**config.mk**
```make
export PLATFORM = sky130hd
export DESIGN_NAME = mem_arbiter
export DESIGN_NICKNAME = d
export VERILOG_FILES = /design/src/rtl/mem_arbiter_pkg.sv /design/src/rtl/mem_arb_slot.sv /design/src/rtl/mem_arbiter.sv
export SDC_FILE = /design/constraint.sdc
export NUM_CORES = 1
export LEC_CHECK = 0
export BUFFER_PORTS_ARGS = -buffer_cell sky130_fd_sc_hd__buf_2
export CAP_MARGIN = 10
export CORE_MARGIN = 2
export CORE_UTILIZATION = 30
export CTS_CLUSTER_SIZE = 30
export DETAILED_ROUTE_END_ITERATION = 12
export GPL_ROUTABILITY_DRIVEN = 0
export PLACE_DENSITY = 0.52
export SETUP_SLACK_MARGIN = 0.15
export SLEW_MARGIN = 10
export SYNTH_ARGS = -nofsm -noshare
export SYNTH_HDL_FRONTEND = slang
export SYNTH_SLANG_ARGS = --single-unit
```
**constraint.sdc**
```tcl
create_clock -name clk -period 2.05 [get_ports clk]
set_input_delay 0.41 -clock clk [delete_from_list [all_inputs] [get_ports clk]]
set_output_delay 0.41 -clock clk [all_outputs]
set_load 0.005 [all_outputs]
```
**src/rtl/mem_arbiter_pkg.sv**
```systemverilog
`default_nettype none
// ============================================================================
// Package   : constants, wires
// Purpose   : Shared state encoding and request/response types for mem_arbiter
// Revision  : 1.0
// ============================================================================

package constants;

    typedef enum logic [1:0] {
        IDLE   = 2'd0,
        BUSY_I = 2'd1,
        BUSY_D = 2'd2
    } mem_arb_state_type;

endpackage

package wires;

    import constants::*;

    typedef struct packed {
        logic        mem_valid;
        logic        mem_instr;
        logic [31:0] mem_addr;
        logic [31:0] mem_wdata;
        logic [3:0]  mem_wstrb;
    } mem_in_type;

    typedef struct packed {
        logic        mem_ready;
        logic [31:0] mem_rdata;
    } mem_out_type;

    // rr_last_d = 1 when the data port received the most recent grant
    typedef struct packed {
        mem_arb_state_type state;
        logic              drop;
        logic              rr_last_d;
    } mem_arb_reg_type;

    localparam mem_arb_reg_type init_mem_arb_reg = '{
        state:     IDLE,
        drop:      1'b0,
        rr_last_d: 1'b0
    };

endpackage

`default_nettype wire

```
**src/rtl/mem_arb_slot.sv**
```systemverilog
`default_nettype none
// ============================================================================
// Module    : mem_arb_slot
// Purpose   : One-entry request buffer; capture takes precedence over clear/flush
// Revision  : 1.0
// ============================================================================

module mem_arb_slot
    import wires::*;
(
    input  logic       clk,
    input  logic       rst,
    input  logic       i_capture,
    input  logic       i_clear,
    input  logic       i_flush,
    input  mem_in_type i_req,
    output logic       o_valid,
    output mem_in_type o_req
);

    logic       r_valid;
    mem_in_type r_req;

    always_ff @(posedge clk) begin
        if (rst) begin
            r_valid <= 1'b0;
            r_req   <= '0;
        end else if (i_capture) begin
            r_valid <= 1'b1;
            r_req   <= i_req;
        end else if (i_clear || i_flush) begin
            r_valid <= 1'b0;
        end
    end

    assign o_valid = r_valid;
    assign o_req   = r_req;

endmodule

`default_nettype wire

```
**src/rtl/mem_arbiter.sv**
```systemverilog
`default_nettype none
// ============================================================================
// Module    : mem_arbiter
// Purpose   : Serialises fetch and load/store requests onto one memory port.
//             Define MEM_ARB_RR_EN for round-robin grant; otherwise data wins.
// Revision  : 1.0
// ============================================================================

module mem_arbiter
    import constants::*;
    import wires::*;
(
    input  logic        clk,
    input  logic        rst,
    input  mem_in_type  imem_in,
    output mem_out_type imem_out,
    input  mem_in_type  dmem_in,
    output mem_out_type dmem_out,
    input  logic        iclear,
    output mem_in_type  mem_in,
    input  mem_out_type mem_out
);

    mem_arb_reg_type r;
    mem_arb_reg_type w_v;

    logic       w_islot_valid, w_dslot_valid;
    mem_in_type w_islot_req, w_dslot_req;
    logic       w_i_cand, w_d_cand;
    mem_in_type w_i_req, w_d_req;
    logic       w_free;
    logic       w_grant_i, w_grant_d;

    mem_arb_slot u_islot (
        .clk       (clk),
        .rst       (rst),
        .i_capture (imem_in.mem_valid & ~w_grant_i),
        .i_clear   (w_grant_i),
        .i_flush   (iclear),
        .i_req     (imem_in),
        .o_valid   (w_islot_valid),
        .o_req     (w_islot_req)
    );

    mem_arb_slot u_dslot (
        .clk       (clk),
        .rst       (rst),
        .i_capture (dmem_in.mem_valid & ~w_grant_d),
        .i_clear   (w_grant_d),
        .i_flush   (1'b0),
        .i_req     (dmem_in),
        .o_valid   (w_dslot_valid),
        .o_req     (w_dslot_req)
    );

    always_comb begin
        w_v       = r;
        w_grant_i = 1'b0;
        w_grant_d = 1'b0;

        // A buffered fetch being redirected this cycle is no longer a candidate
        w_i_cand = imem_in.mem_valid | (w_islot_valid & ~iclear);
        w_d_cand = dmem_in.mem_valid | w_dslot_valid;
        w_i_req  = imem_in.mem_valid ? imem_in : w_islot_req;
        w_d_req  = dmem_in.mem_valid ? dmem_in : w_dslot_req;
        w_free   = (r.state == IDLE) | mem_out.mem_ready;

        if (w_free) begin
            if (w_i_cand && w_d_cand) begin
`ifdef MEM_ARB_RR_EN
                w_grant_i = r.rr_last_d;
                w_grant_d = ~r.rr_last_d;
`else
                w_grant_d = 1'b1;
`endif
            end else begin
                w_grant_i = w_i_cand;
                w_grant_d = w_d_cand;
            end
        end

        if (r.state != IDLE && mem_out.mem_ready) begin
            w_v.state = IDLE;
        end

        // Response clears drop even if iclear coincides with it
        if (r.state == BUSY_I) begin
            if (iclear) begin
                w_v.drop = 1'b1;
            end
            if (mem_out.mem_ready) begin
                w_v.drop = 1'b0;
            end
        end

        if (w_grant_i) begin
            w_v.state = BUSY_I;
        end else if (w_grant_d) begin
            w_v.state = BUSY_D;
        end

`ifdef MEM_ARB_RR_EN
        if (w_grant_i || w_grant_d) begin
            w_v.rr_last_d = w_grant_d;
        end
`endif

        mem_in = '0;
        if (w_grant_i) begin
            mem_in           = w_i_req;
            mem_in.mem_valid = 1'b1;
        end else if (w_grant_d) begin
            mem_in           = w_d_req;
            mem_in.mem_valid = 1'b1;
        end

        imem_out = '0;
        dmem_out = '0;
        if (r.state == BUSY_I && !r.drop) begin
            imem_out = mem_out;
        end
        if (r.state == BUSY_D) begin
            dmem_out = mem_out;
        end
    end

    always_ff @(posedge clk) begin
        if (rst) begin
            r <= init_mem_arb_reg;
        end else begin
            r <= w_v;
        end
    end

endmodule

`default_nettype wire

```
==> results of run 1 <==
==> per-layer routing <==
layer | global-route usage [%] | up-vias | part of all wire [%]
met5 | 0 | - | 0.049
met4 | 6.77 | 2 | 2.5
met3 | 5.29 | 37 | 6.4
met1 | 20.6 | 3522 | 42
met2 | 31.9 | 241 | 49
li1 | - | 3784 | -
==> area by class of cell <==
class                           instances  area share [%]
Sequential cell                       143            25.3
Tap cell                              335            3.70
Inverter                                2           0.132
Antenna cell                            3          0.0662
Multi-Input combinational cell        708            45.3
Timing Repair Buffer                  358            20.1
Clock buffer                           19            3.90
Clock inverter                         13            1.54
==> synthesized netlist by cell type (all sizes together) <==
library cell    n  area [um^2]
o21ai           2         10.0
o211ai          1         7.51
a21oi           4         20.0
nor3            1         5.00
nor2            2         17.5
inv             2         7.51
clkbuf         39          146
and2           66          413
mux2i         276         2760
nand2         277         1040
buf            42          251
a211oi          1         7.51
and2b           1         7.51
o21bai          1         18.8
o22ai          69          432
nand2b          2         12.5
a21boi          1         11.3
nor2b           3         18.8
dfxtp         143         2860
==> report_power, final <==
group / internal [uW] / total, uW / switching [uW]
Clock: 1980 / 3330 / 1350
Sequential: 2920 / 2990 / 73.5
Combinational: 826 / 1700 / 872
==> sequential cells by signal, indices dropped and copies added (netlist names) <==
name	flops
u_dslot.o_req	69
u_dslot.o_valid	1
r	3
u_islot.o_req	69
u_islot.o_valid	1
==> worst max-delay path by stage <==
stage,slack (ps),from,to
4_1_cts,-130,r[2],mem_in[61]
2_1_floorplan,340,dmem_in[69],mem_in[52]
6_report,-100,r[2],mem_in[32]
3_3_place_gp,8,dmem_in[69],mem_in[61]
3_5_place_dp,-40,mem_out[32],mem_in[61]
5_1_grt,-180,u_islot.o_valid,mem_in[20]
==> per-stage QoR <==
stage	instances	TNS, ps	utilization (%)	hold WS, ps	total power (uW)
final	1581	-4270	43.3	238	8020
after global routing	1580	-13760	43.3	220	8400
after CTS	1575	-6450	42.3	212	8040
after detailed placement	1532	-40.1	38.7	446	4550
after global placement	1532	0	38.7	441	4530
after floorplan	933	0	-	434	3880
==> worst register-to-register path, cell delays in order (launching register included) <==
cell and delay (ps):
dfxtp_4 380, o21bai_4 70, buf_4 170, a21boi_4 230, buf_12 290, mux2i_1 310
==> repair_timing <==
item	4_1_cts	5_1_grt
resized for setup	56	37
setup buffers	3	0
gates cloned	8	3
pin swaps	5	1
setup endpoints to repair	136	136
==> cells by family after synthesis <==
kind of cell           synth area share [%]
AND/OR/NAND/NOR                        18.8
buffers and inverters                  5.03
multiplexers                           34.3
AO/OA/AOI/OAI                          6.29
flip-flops                             35.6
==> cell usage in the layout (no fill, tap or decap), types with 18 or more instances in the layout <==
| master | Yosys | layout |
|---|---|---|
| mux2i_1 | 276 | 276 |
| dfxtp_1 | 143 | 141 |
| and2_4 | 0 | 18 |
| buf_2 | 30 | 306 |
| clkbuf_16 | 0 | 19 |
| nand2_1 | 277 | 277 |
| and2_1 | 66 | 48 |
| o22ai_1 | 69 | 38 |
| o22ai_2 | 0 | 22 |
| buf_12 | 0 | 18 |
==> results.cfg, run 1 <==
[global_routing]
gr-usage-all-layers_pct = 18.1
first_global_vias = 7404
antenna_found_initial = 4
grt_pass1_wl_um = 40200
grt_start_max_net_pins = 70
overflow = 0

[synthesis]
synth-seq-cells = 143
avgSynthCellArea_um2 = 8.63
yosysUniqueCellTypes = 23
syn_nets = 1109
yosysSeqAreaShare_pct = 35.6
synth_warnings = 0
syn_area_um2 = 8050
syn_inst = 933

[worst_hold_path]
hold_path_depth = 3
hold_path.class = input port to register
min_to = u_islot.o_req[13]
hp-start = imem_in[13]

[sta]
rsz0062_at_grt = yes
worst_slack_ps = -105
worstMarginPinSlew_ps = 459
final-hold-violation-count = 0
finalMaxSlewViolations = 0
fin_worst_skew_ps = 16.6
fin_crit_ps = 2150
slew_headroom_pct = 69.4
fin_crit_sh_pct = 105
setup_violations = 89
timing.fmax_mhz = 464

[worst_setup_path]
critical-path-top-delay-family = buffers and inverters
cpPeakStageDelay_ps = 350
crit_path_cell_trace = o21bai_4 > buf_4 > o21ai_4 > buf_12 > o22ai_1 > buf_2
critPathBufInv = 3
cp-end-kind = primary output
worstReg2RegEnd = u_islot.o_req[31]
required_ps = 1640
r2r_slack_ps = 540
worst-r2r-cell-count = 5
crit_type = register to primary output
path_depth = 6
r2r-start = r[3]
worst-path-max-fanout = 21
crit_slowest_cell = dfxtp_4
crit_path_start_kind = register
cp.arrival_ps = 1740

[run_status]
violations = setup timing
outcome = complete, but fails checks

[placement]
dp_hpwl_um = 18000
place_ws_ps = -40.1
placed_area_um2 = 10100
port_buffers = 311

[clock_tree]
cts_tree = yes
clk_pin_slew_ps = 70
max-clock-path-buffers = 2
clock-sinks = 143
htree_levels = 4
hold_buffers = 0
cts_root_buffer = clkbuf_16
cts_made_buffers = 17
clk-insertion-delay-late_ps = 420

[floorplanning]
ios = 312
row_count = 59
core-area_um2 = 26200
die_w_um = 168
start_util_pct = 30.7
fp.dieArea_um2 = 28200
die_y_um = 168

[routing]
drtIter0Drc = 327
dr_total_vias = 7586
routed_wl_um = 26700
wl_per_cell_um = 16.9
ant_nets = 0
dr.pass1.iters = 5
vias_per_cell = 4.80
drc = 0

[layout]
multiInputGateArea_um2 = 5130
nets = 1406
nFillCells = 2610
drive_gt1_share_pct = 36.3
final_area_um2 = 11300
regArea_um2 = 2870
area_delta_synth_final_pct = 40.9

[power]
powerDensity_nw_per_um2 = 707
p_leak_uw = 0.00531
peakVddDrop_v = 0.000436

[job]
drv_cap = 0
(Power assumes the default switching activity.)
==> inputs of run 2 (changes only) <==
Settings changed: CORE_UTILIZATION 30 to 50, PLACE_DENSITY 0.52 to 0.8, RECOVER_POWER set to 50, SKIP_CTS_REPAIR_TIMING set to 1.
==> results.cfg, run 2 (same netlist as run 1, synthesis figures left out) <==
[sta]
worst_hold_slack_ps = 240
final-hold-violation-count = 0
finalMaxSlewViolations = 0
fin_crit_sh_pct = 106
setup_violations = 70
worstMarginPinSlew_ps = 795
fin_crit_ps = 2180
slew_headroom_pct = 47.0
rsz0062_at_grt = yes
timing.fmax_mhz = 459
fin_worst_skew_ps = 12.2
worst_slack_ps = -128

[routing]
vias_per_cell = 5.32
drc = 0
dr_total_vias = 7664
wl_per_cell_um = 16.9
dr.pass1.iters = 5
ant_nets = 0
drtIter0Drc = 378
routed_wl_um = 24400

[worst_hold_path]
hold_path.class = input port to register

[clock_tree]
clock-sinks = 143
clk_pin_slew_ps = 60
max-clock-path-buffers = 2
cts_tree = yes
clk-insertion-delay-late_ps = 420
htree_levels = 4
cts_made_buffers = 17
cts_root_buffer = clkbuf_16

[power]
powerDensity_nw_per_um2 = 718
p_leak_uw = 0.00513
peakVddDrop_v = 0.000504
power.total_uw = 7770

[worst_setup_path]
crit_slowest_cell = dfxtp_4
crit_type = register to primary output
cpPeakStageDelay_ps = 360
required_ps = 1640
cp-end-kind = primary output
cp.arrival_ps = 1770
crit_path_cell_trace = o21bai_4 > o211ai_1 > buf_12 > o22ai_1 > buf_2
crit_path_start_kind = register
worst-path-max-fanout = 48

[floorplanning]
row_count = 46
fp.dieArea_um2 = 17100
core-area_um2 = 15800
die_y_um = 131
start_util_pct = 50.9
ios = 312
die_w_um = 131

[run_status]
outcome = complete, but fails checks
violations = setup timing

[layout]
final_cells = 1441
final_cell_mix = nand2_1, mux2i_1, buf_2
area_delta_synth_final_pct = 34.3
nets = 1384
drive_gt1_share_pct = 33.6
mostFrequentLayoutCell = nand2_1

[global_routing]
overflow = 0
antenna_found_initial = 5
grt_pass1_wl_um = 35100
grt_start_max_net_pins = 84
gr-usage-all-layers_pct = 26.5
first_global_vias = 6978

[placement]
dp_hpwl_um = 17000
port_buffers = 311
numPlacedInstances = 1401

[job]
drv_cap = 0
==> run 2: final cells by class <==
cell class | count | area [um^2]
fill | 1245 | 5010
tap | 216 | 270
inverter | 2 | 12.5
multi-input combinational | 707 | 4890
antenna | 5 | 12.5
timing repair buffer | 337 | 2140
clock buffer | 18 | 429
clock inverter | 13 | 189
sequential | 143 | 2870
==> run 2: critical path, delay by kind of cell, from the launching register on <==
family | cells | cell delay, ps
AO/OA/AOI/OAI | 3 | 600
buffers and inverters | 2 | 370
flip-flops | 1 | 360
==> run 2: stage by stage <==
step / setup TNS (ps) / instance area (um^2) / util (%) / setup slack [ps]
after CTS: -9060 / 10400 / 66.0 / -166
final: -5340 / 10800 / 68.3 / -128
after floorplan: 0 / 8050 / - / 338
after global routing: -12650 / 10800 / 68.3 / -195
after detailed placement: 0 / 9820 / 62.1 / 56.5
after global placement: 0 / 9820 / 62.1 / 30.5
==> run 2: report_power, final <==
group | leakage [uW] | switching, uW | internal (uW)
clock | 0.000296 | 1230 | 2040
combinational | 0.00366 | 774 | 731
sequential | 0.00117 | 75.2 | 2920
==> run 2: worst paths after layout <==
kind / startpoint / end / depth (start not counted) / slack (ps)
hold reg to reg: u_islot.o_req[66] / u_islot.o_req[66] / 2 / 450
hold / removal: imem_in[33] / u_islot.o_req[33] / 3 / 240
setup reg to reg: r[2] / u_islot.o_req[53] / 5 / 90
setup / recovery: r[2] / mem_in[35] / 5 / -130
==> run 2: layer usage <==
| metal | GRT usage [%] | routed length, um | vias to the layer above |
|---|---|---|---|
| li1 | - | - | 3745 |
| met1 | 29.1 | 9530 | 3600 |
| met2 | 49.5 | 12600 | 264 |
| met5 | 0 | 0 | - |
| met4 | 11.3 | 957 | 0 |
| met3 | 5.29 | 1340 | 55 |
